File: src/rtl/dram_port_arbiter.sv
// Three-port arbiter in front of the single SDRAM controller request port.
// Port 0 (video) has fixed priority but is limited to VIDEO_MAX back-to-back
// grants while port 1 or 2 waits. Ports 1 and 2 share round-robin.
// One transfer at a time: IDLE (arbitrate) -> BUSY (wait mem_ack) -> DONE (ack).
module dram_port_arbiter #(
  parameter int unsigned ADDR_WIDTH = 24,
  parameter int unsigned DATA_WIDTH = 16,
  parameter int unsigned VIDEO_MAX  = 4
) (
  input  logic                  clk,
  input  logic                  reset,

  input  logic                  p0_req,
  input  logic [ADDR_WIDTH-1:0] p0_addr,
  output logic                  p0_ack,
  output logic [DATA_WIDTH-1:0] p0_rdata,

  input  logic                  p1_req,
  input  logic                  p1_we,
  input  logic [ADDR_WIDTH-1:0] p1_addr,
  input  logic [DATA_WIDTH-1:0] p1_wdata,
  input  logic [1:0]            p1_bytesel,
  output logic                  p1_ack,
  output logic [DATA_WIDTH-1:0] p1_rdata,

  input  logic                  p2_req,
  input  logic                  p2_we,
  input  logic [ADDR_WIDTH-1:0] p2_addr,
  input  logic [DATA_WIDTH-1:0] p2_wdata,
  input  logic [1:0]            p2_bytesel,
  output logic                  p2_ack,
  output logic [DATA_WIDTH-1:0] p2_rdata,

  output logic                  mem_req,
  output logic                  mem_we,
  output logic [ADDR_WIDTH-1:0] mem_addr,
  output logic [DATA_WIDTH-1:0] mem_wdata,
  output logic [1:0]            mem_bytesel,
  input  logic                  mem_ack,
  input  logic [DATA_WIDTH-1:0] mem_rdata,

  output logic [1:0]            grant_id
);

  localparam logic [1:0] StIdle = 2'd0;
  localparam logic [1:0] StBusy = 2'd1;
  localparam logic [1:0] StDone = 2'd2;

  // Wide enough to hold VIDEO_MAX itself (the saturation value).
  localparam int unsigned VrWidth = $clog2(VIDEO_MAX + 1);
  localparam logic [VrWidth-1:0] VideoMax = VrWidth'(VIDEO_MAX);

  logic [1:0]         state_q;
  logic [VrWidth-1:0] video_run_q;
  logic [1:0]         rr_last_q;

  logic               grant_valid;
  logic [1:0]         grant_sel;
  logic               video_ok;

  // Winner selection for the IDLE state.
  always_comb begin
    grant_valid = 1'b1;
    grant_sel   = 2'd0;
    video_ok    = (video_run_q < VideoMax) || !(p1_req || p2_req);
    if (p0_req && video_ok) begin
      grant_sel = 2'd0;
    end else if (p1_req && p2_req) begin
      grant_sel = (rr_last_q == 2'd1) ? 2'd2 : 2'd1;
    end else if (p1_req) begin
      grant_sel = 2'd1;
    end else if (p2_req) begin
      grant_sel = 2'd2;
    end else begin
      grant_valid = 1'b0;
    end
  end

  // Transfer FSM, fairness state and all registered outputs.
  always_ff @(posedge clk) begin
    if (reset) begin
      state_q     <= StIdle;
      video_run_q <= '0;
      rr_last_q   <= 2'd2;
      grant_id    <= 2'd0;
      mem_req     <= 1'b0;
      mem_we      <= 1'b0;
      mem_addr    <= '0;
      mem_wdata   <= '0;
      mem_bytesel <= 2'b00;
      p0_ack      <= 1'b0;
      p1_ack      <= 1'b0;
      p2_ack      <= 1'b0;
      p0_rdata    <= '0;
      p1_rdata    <= '0;
      p2_rdata    <= '0;
    end else begin
      // Acks are single-cycle: only the BUSY->DONE edge raises one.
      p0_ack <= 1'b0;
      p1_ack <= 1'b0;
      p2_ack <= 1'b0;
      case (state_q)
        StIdle: begin
          if (grant_valid) begin
            state_q  <= StBusy;
            mem_req  <= 1'b1;
            grant_id <= grant_sel;
            case (grant_sel)
              2'd1: begin
                mem_we      <= p1_we;
                mem_addr    <= p1_addr;
                mem_wdata   <= p1_wdata;
                mem_bytesel <= p1_bytesel;
              end
              2'd2: begin
                mem_we      <= p2_we;
                mem_addr    <= p2_addr;
                mem_wdata   <= p2_wdata;
                mem_bytesel <= p2_bytesel;
              end
              default: begin
                mem_we      <= 1'b0;
                mem_addr    <= p0_addr;
                mem_wdata   <= '0;
                mem_bytesel <= 2'b11;
              end
            endcase
            if (grant_sel == 2'd0) begin
              if (video_run_q < VideoMax) begin
                video_run_q <= video_run_q + 1'b1;
              end
            end else begin
              video_run_q <= '0;
              rr_last_q   <= grant_sel;
            end
          end
        end
        StBusy: begin
          if (mem_ack) begin
            state_q <= StDone;
            mem_req <= 1'b0;
            case (grant_id)
              2'd1: begin
                p1_rdata <= mem_rdata;
                p1_ack   <= 1'b1;
              end
              2'd2: begin
                p2_rdata <= mem_rdata;
                p2_ack   <= 1'b1;
              end
              default: begin
                p0_rdata <= mem_rdata;
                p0_ack   <= 1'b1;
              end
            endcase
          end
        end
        // Extra cycle lets the master drop req before the next arbitration.
        StDone: begin
          state_q <= StIdle;
        end
        default: begin
          state_q <= StIdle;
        end
      endcase
    end
  end

endmodule

File: config.mk
export PLATFORM = sky130hd
export DESIGN_NAME = dram_port_arbiter
export DESIGN_NICKNAME = d
export VERILOG_FILES = /design/src/rtl/dram_port_arbiter.sv
export SDC_FILE = /design/constraint.sdc
export NUM_CORES = 1
export LEC_CHECK = 0
export CORE_ASPECT_RATIO = 0.7
export CORE_MARGIN = 2
export CORE_UTILIZATION = 25
export CTS_CLUSTER_SIZE = 20
export DETAILED_ROUTE_END_ITERATION = 16
export SYNTH_ARGS = -nofsm -noshare
export SYNTH_HDL_FRONTEND = slang
export SYNTH_SLANG_ARGS = --single-unit
File: constraint.sdc
create_clock -name clk -period 2.76 [get_ports clk]
set_input_delay 0.552 -clock clk [delete_from_list [all_inputs] [get_ports clk]]
set_output_delay 0.552 -clock clk [all_outputs]
set_load 0.005 [all_outputs]
# After elaboration in Yosys (flattened, before gate mapping)

Cells that the tools add are included.
Widths: inputs -> output; s select.

Register bits: 104
Input bits: 132
Output and inout port bits: 97
Word-level logic and storage cells: 72

Add/sub/neg operators: 1
Magnitude comparators: 1
Equal/unequal tests: 9
Multiplexer cells: 24
Bitwise logic cells: 4
Reductions and logical operators: 18

Operators by type and width:

| cell                | count |
|---|---|
| $pmux 24 s2         | 1 |
| $pmux 16 s2         | 1 |
| $reduce_and 3->1    | 6 |
| $mux 2              | 7 |
| $mux 1              | 9 |
| $eq 2x1->1 const B  | 4 |
| $pmux 2 s2          | 2 |
| $mux 3              | 2 |
| $ne 2x2->1 const B  | 3 |
| $eq 2x2->1 const B  | 2 |
| $logic_not 2->1     | 2 |
| $not 1->1           | 4 |
| $pmux 1 s2          | 2 |
| $reduce_and 2->1    | 2 |
| $add 3x1->3 const B | 1 |
| $lt 3x3->1 const B  | 1 |
| $reduce_or 3->1     | 1 |
| $logic_and 1x1->1   | 2 |
| $logic_or 1x1->1    | 2 |
| $reduce_bool 2->1   | 1 |
| $reduce_or 2->1     | 1 |
| $logic_not 1->1     | 1 |

# Depth between registers and ports, before layout

Word-level depth: 8
Mapped depth: 10
Mapped depth without buffers: 8

# Worst setup path after synthesis

No wires, ideal clock.

Kind: input-to-reg
Start: input p0_req
End: register mem_addr[23]
Setup time: 0.134 ns
Data arrival time: 2.096 ns
Required time: 2.626 ns
Slack: 0.530 ns
Stages on the path: 8
Path buffers: 2
Cells stage by stage: a221oi_1 -> inv_1 -> ha_1 -> buf_2 -> clkbuf_1 -> nand2_1 -> o211ai_1 -> a21oi_1

Word-level cells in the longest chain between the ends: 4
Elaborated cells between the ends (all ways): 7
Those cells by class: eq/ne: 2; mux: 3; reduce/logical: 2

Ends and longest elaborated chain:

| element                                  | RTL line | source |
|---|---|---|
| start: declaration                       | 13       | `input logic p0_req,` |
| $logic_and 1x1->1 (*)                    | 66       | `if (p0_req && video_ok) begin` |
| $mux 2                                   | 66       |  |
| $eq 2x2->1 or $eq 2x1->1 (tied branches) | 108      | `case (grant_sel)` |
| $pmux 24 s2                              | 108      |  |
| end signal: assignment                   | 111      | `mem_addr <= p1_addr;` |
| end signal: assignment                   | 117      | `mem_addr <= p2_addr;` |
| end signal: assignment                   | 123      | `mem_addr <= p0_addr;` |
| end: declaration                         | 36       | `output logic [ADDR_WIDTH-1:0] mem_addr,` |

Every way passes the cells marked *; elsewhere a longest branch is shown, timed or not.
A chain may end at the register's enable or synchronous reset.

# Worst setup path after layout

Start: input p0_req
End: register mem_bytesel[1]

Word-level cells in the longest chain between the ends: 4
Elaborated cells between the ends (all ways): 7
Those cells by class: eq/ne: 2; mux: 3; reduce/logical: 2

Ends and longest elaborated chain:

| element                                  | RTL line | source |
|---|---|---|
| $logic_and 1x1->1 (*)                    | 66       |  |
| $mux 2 (*)                               | 66       |  |
| via grant_sel[1]                         | 58       | `logic [1:0] grant_sel;` |
| $eq 2x2->1 or $eq 2x1->1 (tied branches) | 108      |  |
| $pmux 2 s2 (*)                           | 108      |  |
| end signal: assignment                   | 113      | `mem_bytesel <= p1_bytesel;` |
| end signal: assignment                   | 119      | `mem_bytesel <= p2_bytesel;` |
| end: declaration                         | 38       | `output logic [1:0] mem_bytesel,` |

Mark *: on every way through the listed nets, which the timed path passes. The rest lies on a longest branch.

==> results.toml <==
[run_status]
status = "finished clean"

[clocking]
postCtsSetupBuffers = 0
numCtsBuffers = 9
clk_pin_slew_worst_paths_ps = 70
h-tree-depth = 3
hold_buffers = 0
clock_latency_ps = 340
cts_resized = 0
cts_sinks = 104
cts-root-buf = "clkbuf_16"
clockBufferDepth = 2
cts_tree = "done"

[synthesis]
synth_edf_count = 0
ys.flop_type = "dfxtp_1"
synth_cell_types = 32
synth_compound_area_share_pct = 24.8
synth_top_family_by_area = "compound AO/OA/AOI/OAI gates"
synth-simple-area-share_pct = 20.0
synthXorXnorAreaFrac_pct = 0
synth_top_area_share_pct = 46.9
syn_avg_cell_area_um2 = 8.07
muxShareOfSynthArea_pct = 0
yosysSeqAreaShare_pct = 46.9
synthAdderAreaFrac_pct = 1.69
ys_warn_count = 0
yosys_register_bits = 104
synth_area_leaders = "dfxtp_1 (47%), nand2_1 (14%), a21oi_1 (9.9%)"
synthCells = 550
syn_nets = 688
async_reset_ff_share_pct = 0
synth_area_um2 = 4440
yosysTopAreaCell = "dfxtp_1"

[detailed_routing]
wl_um = 14800
first_iter_violations = 223
wl_per_cell_um = 14.9
via_count = 4536
drc = 0
dr.pass1.iters = 4
viasPerCell = 4.58
antenna_left = 0

[cells_and_area]
fin_util_pct = 41.9
layout-drive-gt1-share_pct = 6.71
final_nets = 893
num_antenna_cells = 0
areaGrowthSynthToFinish_pct = 62.9

[floorplanning]
die_area_um2 = 18900
die_x_um = 163
die_h_um = 115
initial_utilization_pct = 25.7
core_area_um2 = 17300
rows = 40
io_pins = 229

[min_path]
hold_class = "register to register"
min_to = "mem_addr[1]"
min_path_cells = 2
hold_start = "mem_addr[1]"

[sta]
skew_ps = 6.04
worst_slack_ps = 517
drv_slew = 0
relSlewSlack_pct = 62.0
setup_tns_ps = 0
period_needed_ps = 2240
worstMarginPinSlew_ps = 569
setup_violations = 0
min_period_over_period_pct = 81.3
clock.fmax_mhz = 446
rsz0062_at_grt = "no"
hold_viol = 0

[critical_path]
r2r_cells = 8
worstPathArrival_ps = 2440
rr_endpoint = "rr_last_q[0]"
worstPathMaxFanout = 43
cp_data_required_time_ps = 2960
cp-end-kind = "register"
r2r_slack_ps = 700
cp-start-kind = "primary input"
r2r-start = "video_run_q[2]"
path_class = "primary input to register"

[global_route]
grt_pass1_wl_um = 22900
grt_pass1_vias = 4321
grt_max_degree = 68
grtUsageTotal_pct = 15.2
antenna_found_initial = 0
grt-ovfl-total = 0

[placement]
post-dp-hpwl_um = 10400
routabilityCongestion = 0.743
pre_cts_ws_ps = 197
portBuffers = 228

[pwr]
pwr_density_cell_nw_per_um2 = 496
ir_drop_mv = 0.289
p_leak_uw = 0.00246

[job]
max_cap_violations = 0
==> cells in the mapped netlist (2+ instances only) <==
cell type,count
a311oi_1,2
nand3_1,17
dfxtp_1,104
buf_6,7
nand4_1,2
nand2_1,170
buf_4,5
a22oi_1,26
o211ai_1,25
a21oi_2,9
nand3b_1,2
ha_1,6
clkbuf_1,28
a22o_1,17
o21ai_0,2
nor2_1,7
a21oi_1,88
nand2_2,3
and2_1,3
inv_1,7
buf_2,9
==> cell families (layout without fill, tap and decap cells) <==
family	count (synthesis)	in the layout
buf+inv	56	266
compound gates	171	171
fa+ha+maj	6	6
simple gates	213	213
flops	104	104
==> layer usage <==
metal	track usage (%)	routed length, um	vias up
met4	3.07	123	0
met2	23.7	6200	145
li1	-	-	2303
met1	20.2	7110	2076
met3	5.73	1310	12
met5	0	0	-
==> worst max path at each step <==
stage | start | endpoint | slack [ps] | cells after the start
3_3_place_gp | p1_req | rr_last_q[0] | 170 | 9
3_5_place_dp | p0_req | mem_addr[22] | 200 | 11
6_report | p0_req | mem_bytesel[1] | 520 | 9
4_1_cts | p1_req | rr_last_q[0] | 560 | 9
2_1_floorplan | p0_req | mem_addr[23] | 530 | 8
5_1_grt | p0_req | mem_addr[22] | 330 | 11
==> sequential cells by signal (all words and copies together) (netlist names), 3 cells and up <==
register / cells
p0_rdata: 16
mem_wdata: 16
p2_rdata: 16
mem_addr: 24
video_run_q: 3
p1_rdata: 16
==> placed cells by master (no fill, tap or decap), drive strengths merged, types with 3 or more instances in the layout <==
cell type / n
a21oi: 97
a22o: 17
a22oi: 26
and2: 3
buf: 16
clkbuf: 9
clkdlybuf4s50: 227
clkinv: 4
dfxtp: 104
ha: 6
inv: 10
nand2: 173
nand3: 17
nor2: 7
nor3: 3
o211ai: 25
==> metrics by stage <==
stage,area (um2),total power [uW],hold WS (ps),instances
after global placement,6930,2350,443,975
after global routing,7230,3780,466,991
final,7230,3580,454,991
after floorplan,4440,1940,440,550
after CTS,7230,3660,456,991
after detailed placement,6930,2360,446,975
==> where the power goes <==
group	total (uW)	switching (uW)	internal (uW)
Clock	1270	630	642
Combinational	701	307	394
Sequential	1610	39.4	1570
==> area by class of cell <==
type	instances	area, um2
clock buffers	9	225
clock inverters	7	73.8
fillers	1780	10000
inverters	7	26.3
multi-input cells	390	2080
flip-flops and latches	104	2080
well taps	231	289
repair buffers	243	2450
==> worst max-delay path: stages <==
cell             delay (ps)
clkdlybuf4s50_1         490
buf_4                   140
nand2b_1                 60
o211ai_1                180
inv_1                   130
ha_2                    210
buf_12                  170
a22oi_1                 340
a311oi_1                140
Power figures use the tool's default switching activity.
